**src/rtl/simple_uart.sv**
```systemverilog
`timescale 1ns/1ps
// simple_uart: memory-mapped 8N1 console UART with a programmable baud divider.
// ser_rx is expected to arrive already synchronous to clk; the bit timing counts from the first low sample.
module simple_uart #(
  parameter int unsigned DEFAULT_DIV = 1
) (
  input  logic        clk,
  input  logic        resetn,
  output logic        ser_tx,
  input  logic        ser_rx,
  input  logic [3:0]  reg_div_we,
  input  logic [31:0] reg_div_di,
  output logic [31:0] reg_div_do,
  input  logic        reg_dat_we,
  input  logic        reg_dat_re,
  input  logic [31:0] reg_dat_di,
  output logic [31:0] reg_dat_do,
  output logic        reg_dat_wait
);

  localparam int unsigned DIV_W      = 32;
  localparam int unsigned BIT_CNT_W  = 4;
  localparam int unsigned DUMMY_BITS = 15;
  localparam int unsigned FRAME_BITS = 10;
  localparam int unsigned DATA_BITS  = 8;

  typedef enum logic [1:0] {TX_DUMMY, TX_IDLE, TX_FRAME} tx_state_t;
  typedef enum logic [1:0] {RX_IDLE, RX_START, RX_DATA} rx_state_t;

  logic [DIV_W-1:0]     r_div;
  logic [DIV_W-1:0]     w_period;
  logic [DIV_W-1:0]     w_half;
  logic                 w_div_wr;
  logic                 w_unused_di;

  tx_state_t            r_tx_state;
  tx_state_t            w_tx_next;
  logic [DIV_W-1:0]     r_tx_cnt;
  logic [BIT_CNT_W-1:0] r_tx_bits;
  logic [8:0]           r_tx_shift;
  logic                 r_ser_tx;
  logic                 r_dummy_owed;
  logic                 w_tx_tick;
  logic                 w_tx_load;
  logic                 w_tx_restart;

  rx_state_t            r_rx_state;
  rx_state_t            w_rx_next;
  logic [DIV_W-1:0]     r_rx_cnt;
  logic [BIT_CNT_W-1:0] r_rx_bits;
  logic [7:0]           r_rx_shift;
  logic [7:0]           r_rx_data;
  logic                 r_rx_valid;
  logic                 w_rx_tick;
  logic                 w_rx_mid;
  logic                 w_rx_store;

  // Divider register, byte-lane writable
  always_ff @(posedge clk or posedge resetn) begin
    if (resetn) begin
      r_div <= DIV_W'(DEFAULT_DIV);
    end else begin
      for (int i = 0; i < 4; i++) begin
        if (reg_div_we[i]) r_div[8*i +: 8] <= reg_div_di[8*i +: 8];
      end
    end
  end

  assign w_period    = (r_div < DIV_W'(2)) ? DIV_W'(2) : r_div;
  assign w_half      = w_period >> 1;
  assign w_div_wr    = |reg_div_we;
  assign w_unused_di = ^reg_dat_di[31:8];

  assign reg_div_do   = r_div;
  assign ser_tx       = r_ser_tx;
  assign reg_dat_wait = reg_dat_we && (r_tx_state != TX_IDLE);
  assign reg_dat_do   = r_rx_valid ? {24'h0, r_rx_data} : 32'h0;

  // ---------------- transmitter ----------------
  assign w_tx_tick    = (r_tx_cnt >= w_period - DIV_W'(1));
  assign w_tx_load    = (r_tx_state == TX_IDLE) && reg_dat_we;
  assign w_tx_restart = (w_tx_next != r_tx_state) || (r_tx_state == TX_IDLE) ||
                        ((r_tx_state == TX_DUMMY) && w_div_wr);

  always_ff @(posedge clk or posedge resetn) begin
    if (resetn) r_tx_state <= TX_DUMMY;
    else        r_tx_state <= w_tx_next;
  end

  // A divider write during a frame is remembered and replays the dummy once the frame ends
  always_comb begin
    w_tx_next = r_tx_state;
    case (r_tx_state)
      TX_DUMMY: begin
        if (!w_div_wr && w_tx_tick && (r_tx_bits == BIT_CNT_W'(DUMMY_BITS - 1)))
          w_tx_next = TX_IDLE;
      end
      TX_IDLE: begin
        if (reg_dat_we)    w_tx_next = TX_FRAME;
        else if (w_div_wr) w_tx_next = TX_DUMMY;
      end
      TX_FRAME: begin
        if (w_tx_tick && (r_tx_bits == BIT_CNT_W'(FRAME_BITS - 1)))
          w_tx_next = (r_dummy_owed || w_div_wr) ? TX_DUMMY : TX_IDLE;
      end
      default: w_tx_next = TX_DUMMY;
    endcase
  end

  always_ff @(posedge clk or posedge resetn) begin
    if (resetn) begin
      r_tx_cnt     <= '0;
      r_tx_bits    <= '0;
      r_tx_shift   <= '1;
      r_ser_tx     <= 1'b1;
      r_dummy_owed <= 1'b0;
    end else begin
      if (w_tx_restart) begin
        r_tx_cnt  <= '0;
        r_tx_bits <= '0;
      end else if (w_tx_tick) begin
        r_tx_cnt  <= '0;
        r_tx_bits <= r_tx_bits + BIT_CNT_W'(1);
      end else begin
        r_tx_cnt  <= r_tx_cnt + DIV_W'(1);
      end

      if (w_tx_next != TX_FRAME) r_dummy_owed <= 1'b0;
      else if (w_div_wr)         r_dummy_owed <= 1'b1;

      if (w_tx_load) begin
        r_ser_tx   <= 1'b0;
        r_tx_shift <= {1'b1, reg_dat_di[7:0]};
      end else if ((r_tx_state == TX_FRAME) && w_tx_tick) begin
        if (r_tx_bits == BIT_CNT_W'(FRAME_BITS - 1)) begin
          r_ser_tx <= 1'b1;
        end else begin
          r_ser_tx   <= r_tx_shift[0];
          r_tx_shift <= {1'b1, r_tx_shift[8:1]};
        end
      end
    end
  end

  // ---------------- receiver ----------------
  assign w_rx_tick  = (r_rx_cnt >= w_period - DIV_W'(1));
  assign w_rx_mid   = (r_rx_cnt >= w_half - DIV_W'(1));
  assign w_rx_store = (r_rx_state == RX_DATA) && w_rx_tick &&
                      (r_rx_bits == BIT_CNT_W'(DATA_BITS)) && ser_rx;

  always_ff @(posedge clk or posedge resetn) begin
    if (resetn) r_rx_state <= RX_IDLE;
    else        r_rx_state <= w_rx_next;
  end

  always_comb begin
    w_rx_next = r_rx_state;
    case (r_rx_state)
      RX_IDLE:  if (!ser_rx) w_rx_next = RX_START;
      RX_START: if (w_rx_mid) w_rx_next = ser_rx ? RX_IDLE : RX_DATA;
      RX_DATA:  if (w_rx_tick && (r_rx_bits == BIT_CNT_W'(DATA_BITS))) w_rx_next = RX_IDLE;
      default:  w_rx_next = RX_IDLE;
    endcase
  end

  // Sample counter restarts at the mid-start point so data samples land mid-bit
  always_ff @(posedge clk or posedge resetn) begin
    if (resetn) begin
      r_rx_cnt   <= '0;
      r_rx_bits  <= '0;
      r_rx_shift <= '0;
      r_rx_data  <= '0;
      r_rx_valid <= 1'b0;
    end else begin
      if ((w_rx_next != r_rx_state) || (r_rx_state == RX_IDLE)) begin
        r_rx_cnt  <= '0;
        r_rx_bits <= '0;
      end else if ((r_rx_state == RX_DATA) && w_rx_tick) begin
        r_rx_cnt   <= '0;
        r_rx_bits  <= r_rx_bits + BIT_CNT_W'(1);
        r_rx_shift <= {ser_rx, r_rx_shift[7:1]};
      end else begin
        r_rx_cnt   <= r_rx_cnt + DIV_W'(1);
      end

      if (w_rx_store) begin
        r_rx_data  <= r_rx_shift;
        r_rx_valid <= 1'b1;
      end else if (reg_dat_re) begin
        r_rx_valid <= 1'b0;
      end
    end
  end

endmodule

```
**config.mk**
```make
export PLATFORM = sky130hd
export DESIGN_NAME = simple_uart
export DESIGN_NICKNAME = d
export VERILOG_FILES = /design/src/rtl/simple_uart.sv
export SDC_FILE = /design/constraint.sdc
export NUM_CORES = 1
export LEC_CHECK = 0
export ABC_AREA = 1
export CAP_MARGIN = 15
export CORE_MARGIN = 1
export CORE_UTILIZATION = 50
export CTS_BUF_LIST = sky130_fd_sc_hd__clkbuf_4 sky130_fd_sc_hd__clkbuf_8 sky130_fd_sc_hd__clkbuf_16
export DETAILED_ROUTE_END_ITERATION = 10
export GPL_TIMING_DRIVEN = 1
export HOLD_SLACK_MARGIN = 0.03
export PLACE_DENSITY = 0.74
export SLEW_MARGIN = 0
export SYNTH_ARGS = -nofsm -noshare
export SYNTH_HDL_FRONTEND = slang
export SYNTH_SLANG_ARGS = --single-unit
```
**constraint.sdc**
```tcl
create_clock -name clk -period 4.9 [get_ports clk]
set_clock_uncertainty 0.05 [all_clocks]
set_input_delay 0.98 -clock clk [delete_from_list [all_inputs] [get_ports clk]]
set_output_delay 0.98 -clock clk [all_outputs]
set_load 0.01 [all_outputs]
```
==> key figures <==
Run status
  • Status: complete, no violations

Yosys
  • Sequential area share after synthesis: 32.79%
  • Syn_area_per_cell: 7.665 µm²
  • Synth Instances: 1349
  • Register bit total from synthesis: 135
  • Cell taking the most area after synthesis: dfrtp_1
  • Synth cell types: 51
  • Ys Warns: 0
  • Synthesized cell area: 0.01034 mm²
  • Ys flop type: dfrtp_1
  • Async S/R FF share, synth: 100.0%
  • Synth top area cells: dfrtp_1, ha_1, nand2_1
  • Yosys top cell area share: 30.25%
  • Top-count cell post-synth: nand2_1
  • Commonest cells in the netlist: nand2_1, inv_1, nor2_1, dfrtp_1, ha_1
  • Post-synth EDFFs: 0

Routing
  • WL per Instance: 15.57 µm
  • DR vias/cell: 5.255
  • Routed wire length: 28.39 mm
  • First-pass DRT Iterations: 5
  • Final ANT Viol Nets: 0
  • First DRT Iteration DRCs: 756
  • Post-route DRC violation count: 0
  • Vias: 9580

Worst setup path
  • Critical path endpoint category: flop
  • Slowest cell on crit path: dfrtp_1
  • CP Data Arrival Time: 5.03 ns
  • Register-to-register setup slack: 0.14 ns
  • Worst setup SP type: flop
  • Worst EP required: 5.17 ns
  • Kind of critical path: reg2reg
  • Worst reg2reg path startpoint: reg_div_do[30]
  • Worst path max stage delay: 0.35 ns
  • R2R depth: 30
  • Largest fanout on the critical path: 7
  • Crit path top cell by count: inv_1
  • R2r endpoint: r_rx_shift[0]

Power and ir drop
  • Power per Cell Area: 250.9 mW/mm²
  • Total design power: 3262 µW
  • Lkg Pwr: 0.006089 µW
  • Worst vdd ir: 0.0002593 V

CTS
  • CTS sink cnt: 135
  • Clock buffer count from CTS: 17
  • Worst skew pair latency: 0.43 ns
  • Post-cts hold buffer count: 0
  • H-tree levels: 4
  • CTS root buf: clkbuf_16
  • CTS clk-pin slew, worst paths: 0.06 ns
  • CTS Buffer Depth: 2
  • CTS tree: built

GRT
  • Pin count of the biggest net entering global routing: 91
  • Met2 Usage GRT: 44.64%
  • GRT Max-Usage Layer: met2
  • GRT Util Overall: 27.22%
  • M1 GR Usage: 35.05%
  • Gr ovfl total: 0
  • M3 GR Usage: 5.361%
  • Initial antenna violation count: 0
  • Vias in the first global route: 9290
  • First-pass GRT wire length: 45.71 mm

Final layout
  • Post-route cell area: 0.01300 mm²
  • Antenna Cells: 0
  • Layout Nets: 1715
  • Share of layout cells above drive strength 1: 17.90%
  • Fill count: 1717
  • Area Overhead vs Synth: 25.73%

STA
  • Worst setup margin: 0.1425 ns
  • Max Clk Rate: 210.2 MHz
  • Fin crit share: 97.09%
  • Slew Limit Fails: 0
  • Final Setup Violations: 0
  • Tightest Pin Transition: 0.8515 ns
  • Slew Limit Headroom: 43.23%
  • Final hold violations: 0
  • Final Critical Period: 4.758 ns

Place
  • I/O Buffers: 90
  • Dpl hpwl: 21.53 mm
  • Final Wtd Congestion: 0.9319
  • DP Area: 0.01212 mm²
  • Setup WS pre-CTS: 0.03406 ns

Hold path
  • Min-Delay Endpoint: r_rx_shift[2]
  • Hold path start: r_rx_shift[2]
  • Min-Delay Path Depth: 2
  • Hold Path Class: reg2reg

Floorplanning
  • Core footprint: 0.02023 mm²
  • Die area: 0.02126 mm²
  • I/O pins: 139
  • Site Rows: 52
  • Initial Utilization: 51.10%
  • Die height: 145.8 µm
  • DIE WIDTH: 145.8 µm

Flow run
  • Maxcap violations: 0
[power breakdown]
group	leakage (µW)	switching, µW	internal [µW]	total (µW)
clock network	0.000280	533	772	1310
registers	0.00176	45.5	1170	1220
logic	0.00405	420	319	739
total	0.00609	999	2260	3260
[worst max path at each step]
| stage | from | to | slack (ns) | depth (start not counted) |
|---|---|---|---|---|
| 2_1_floorplan | resetn | r_dummy_owed | 0.28 | 1 |
| 3_3_place_gp | reg_div_do[14] | r_rx_shift[3] | 0.11 | 32 |
| 3_5_place_dp | reg_div_do[7] | r_rx_shift[0] | 0.03 | 28 |
| 4_1_cts | reg_div_do[7] | r_rx_shift[0] | 0.11 | 32 |
| 5_1_grt | reg_div_do[18] | r_rx_shift[0] | -0.09 | 30 |
| 6_report | reg_div_do[30] | r_rx_shift[0] | 0.14 | 30 |
[flip-flops by register name, summed over array words and instances (netlist names), 4 cells and up]
signal	flops
r_rx_bits	4
r_rx_cnt	32
r_rx_data	8
r_rx_shift	8
r_tx_bits	4
r_tx_cnt	32
r_tx_shift	8
reg_div_do	32
[timing repair]
action,4_1_cts,5_1_grt
gates resized for setup,1,38
gates cloned,0,2
setup endpoints to repair,6,99
setup buffers,0,10
pin swaps,0,16
[worst max-delay path: cells and delay by family (launching register included)]
family,cells,cell delay [ns]
AO/OA/AOI/OAI,2,0.35
XOR/XNOR,1,0.07
adder cells (fa/ha/maj),2,0.50
buffers and inverters,8,0.89
flip-flops,1,0.35
AND/OR/NAND/NOR,17,2.38
[per-layer routing]
layer	part of all wire, %	vias to the layer above
li1	-	4734
met1	44	4504
met2	47	294
met3	5.8	48
met4	2.5	0
met5	0	-
[logic make-up after synthesis]
family                   count (synthesis)  synth area share (%)
AND/OR/NAND/NOR                        649                 28.74
buffers and inverters                  219                 9.693
AO/OA/AOI/OAI                          147                 8.217
flip-flops                             135                 32.79
adder cells (fa/ha/maj)                102                 12.34
XOR/XNOR                                94                 8.035
other                                    2               0.07263
multiplexers                             1                0.1089
[stage by stage]
stage	TNS [ns]	instances	hold slack, ns	utilization (%)
finish	0	1823	0.4289	64.25
global placement	0	1779	0.4132	59.89
detailed placement	0	1779	0.4177	59.89
floorplan	0	1372	0.3922	-
global route	-1.474	1823	0.4539	64.25
CTS	0	1811	0.4329	62.83
[layout by cell type (no fill, tap or decap), types with 5 or more instances in the layout]
cell type          n
nand2_1          260
inv_1            157
nor2_1           148
dfrtp_1          125
ha_1             101
buf_4             96
clkdlybuf4s50_1   90
xor2_1            76
o21ai_0           70
nand3_1           59
nor2_2            41
a21oi_1           39
nor3_1            36
nand4_1           31
conb_1            25
clkbuf_16         18
nand2_2           17
inv_2             14
nor4_1            14
xnor2_1           12
or2_2             12
dfstp_2           10
buf_12             8
xor2_2             6
a211oi_1           6
nor3_2             6
o21ai_2            6
nor2_4             5
o21ai_1            5
nand3_2            5
inv_6              5
[cell type report]
cell class,count,area (µm²),share of cell area (%)
clock buffer,19,446.7,3.436
tap,270,337.8,2.599
multi-input combinational,1019,6223,47.87
sequential,135,3391,26.08
inverter,172,650.6,5.005
clock inverter,13,143.9,1.107
timing repair buffer,195,1807,13.90
Note: power is estimated with default switching activity, not from simulation.
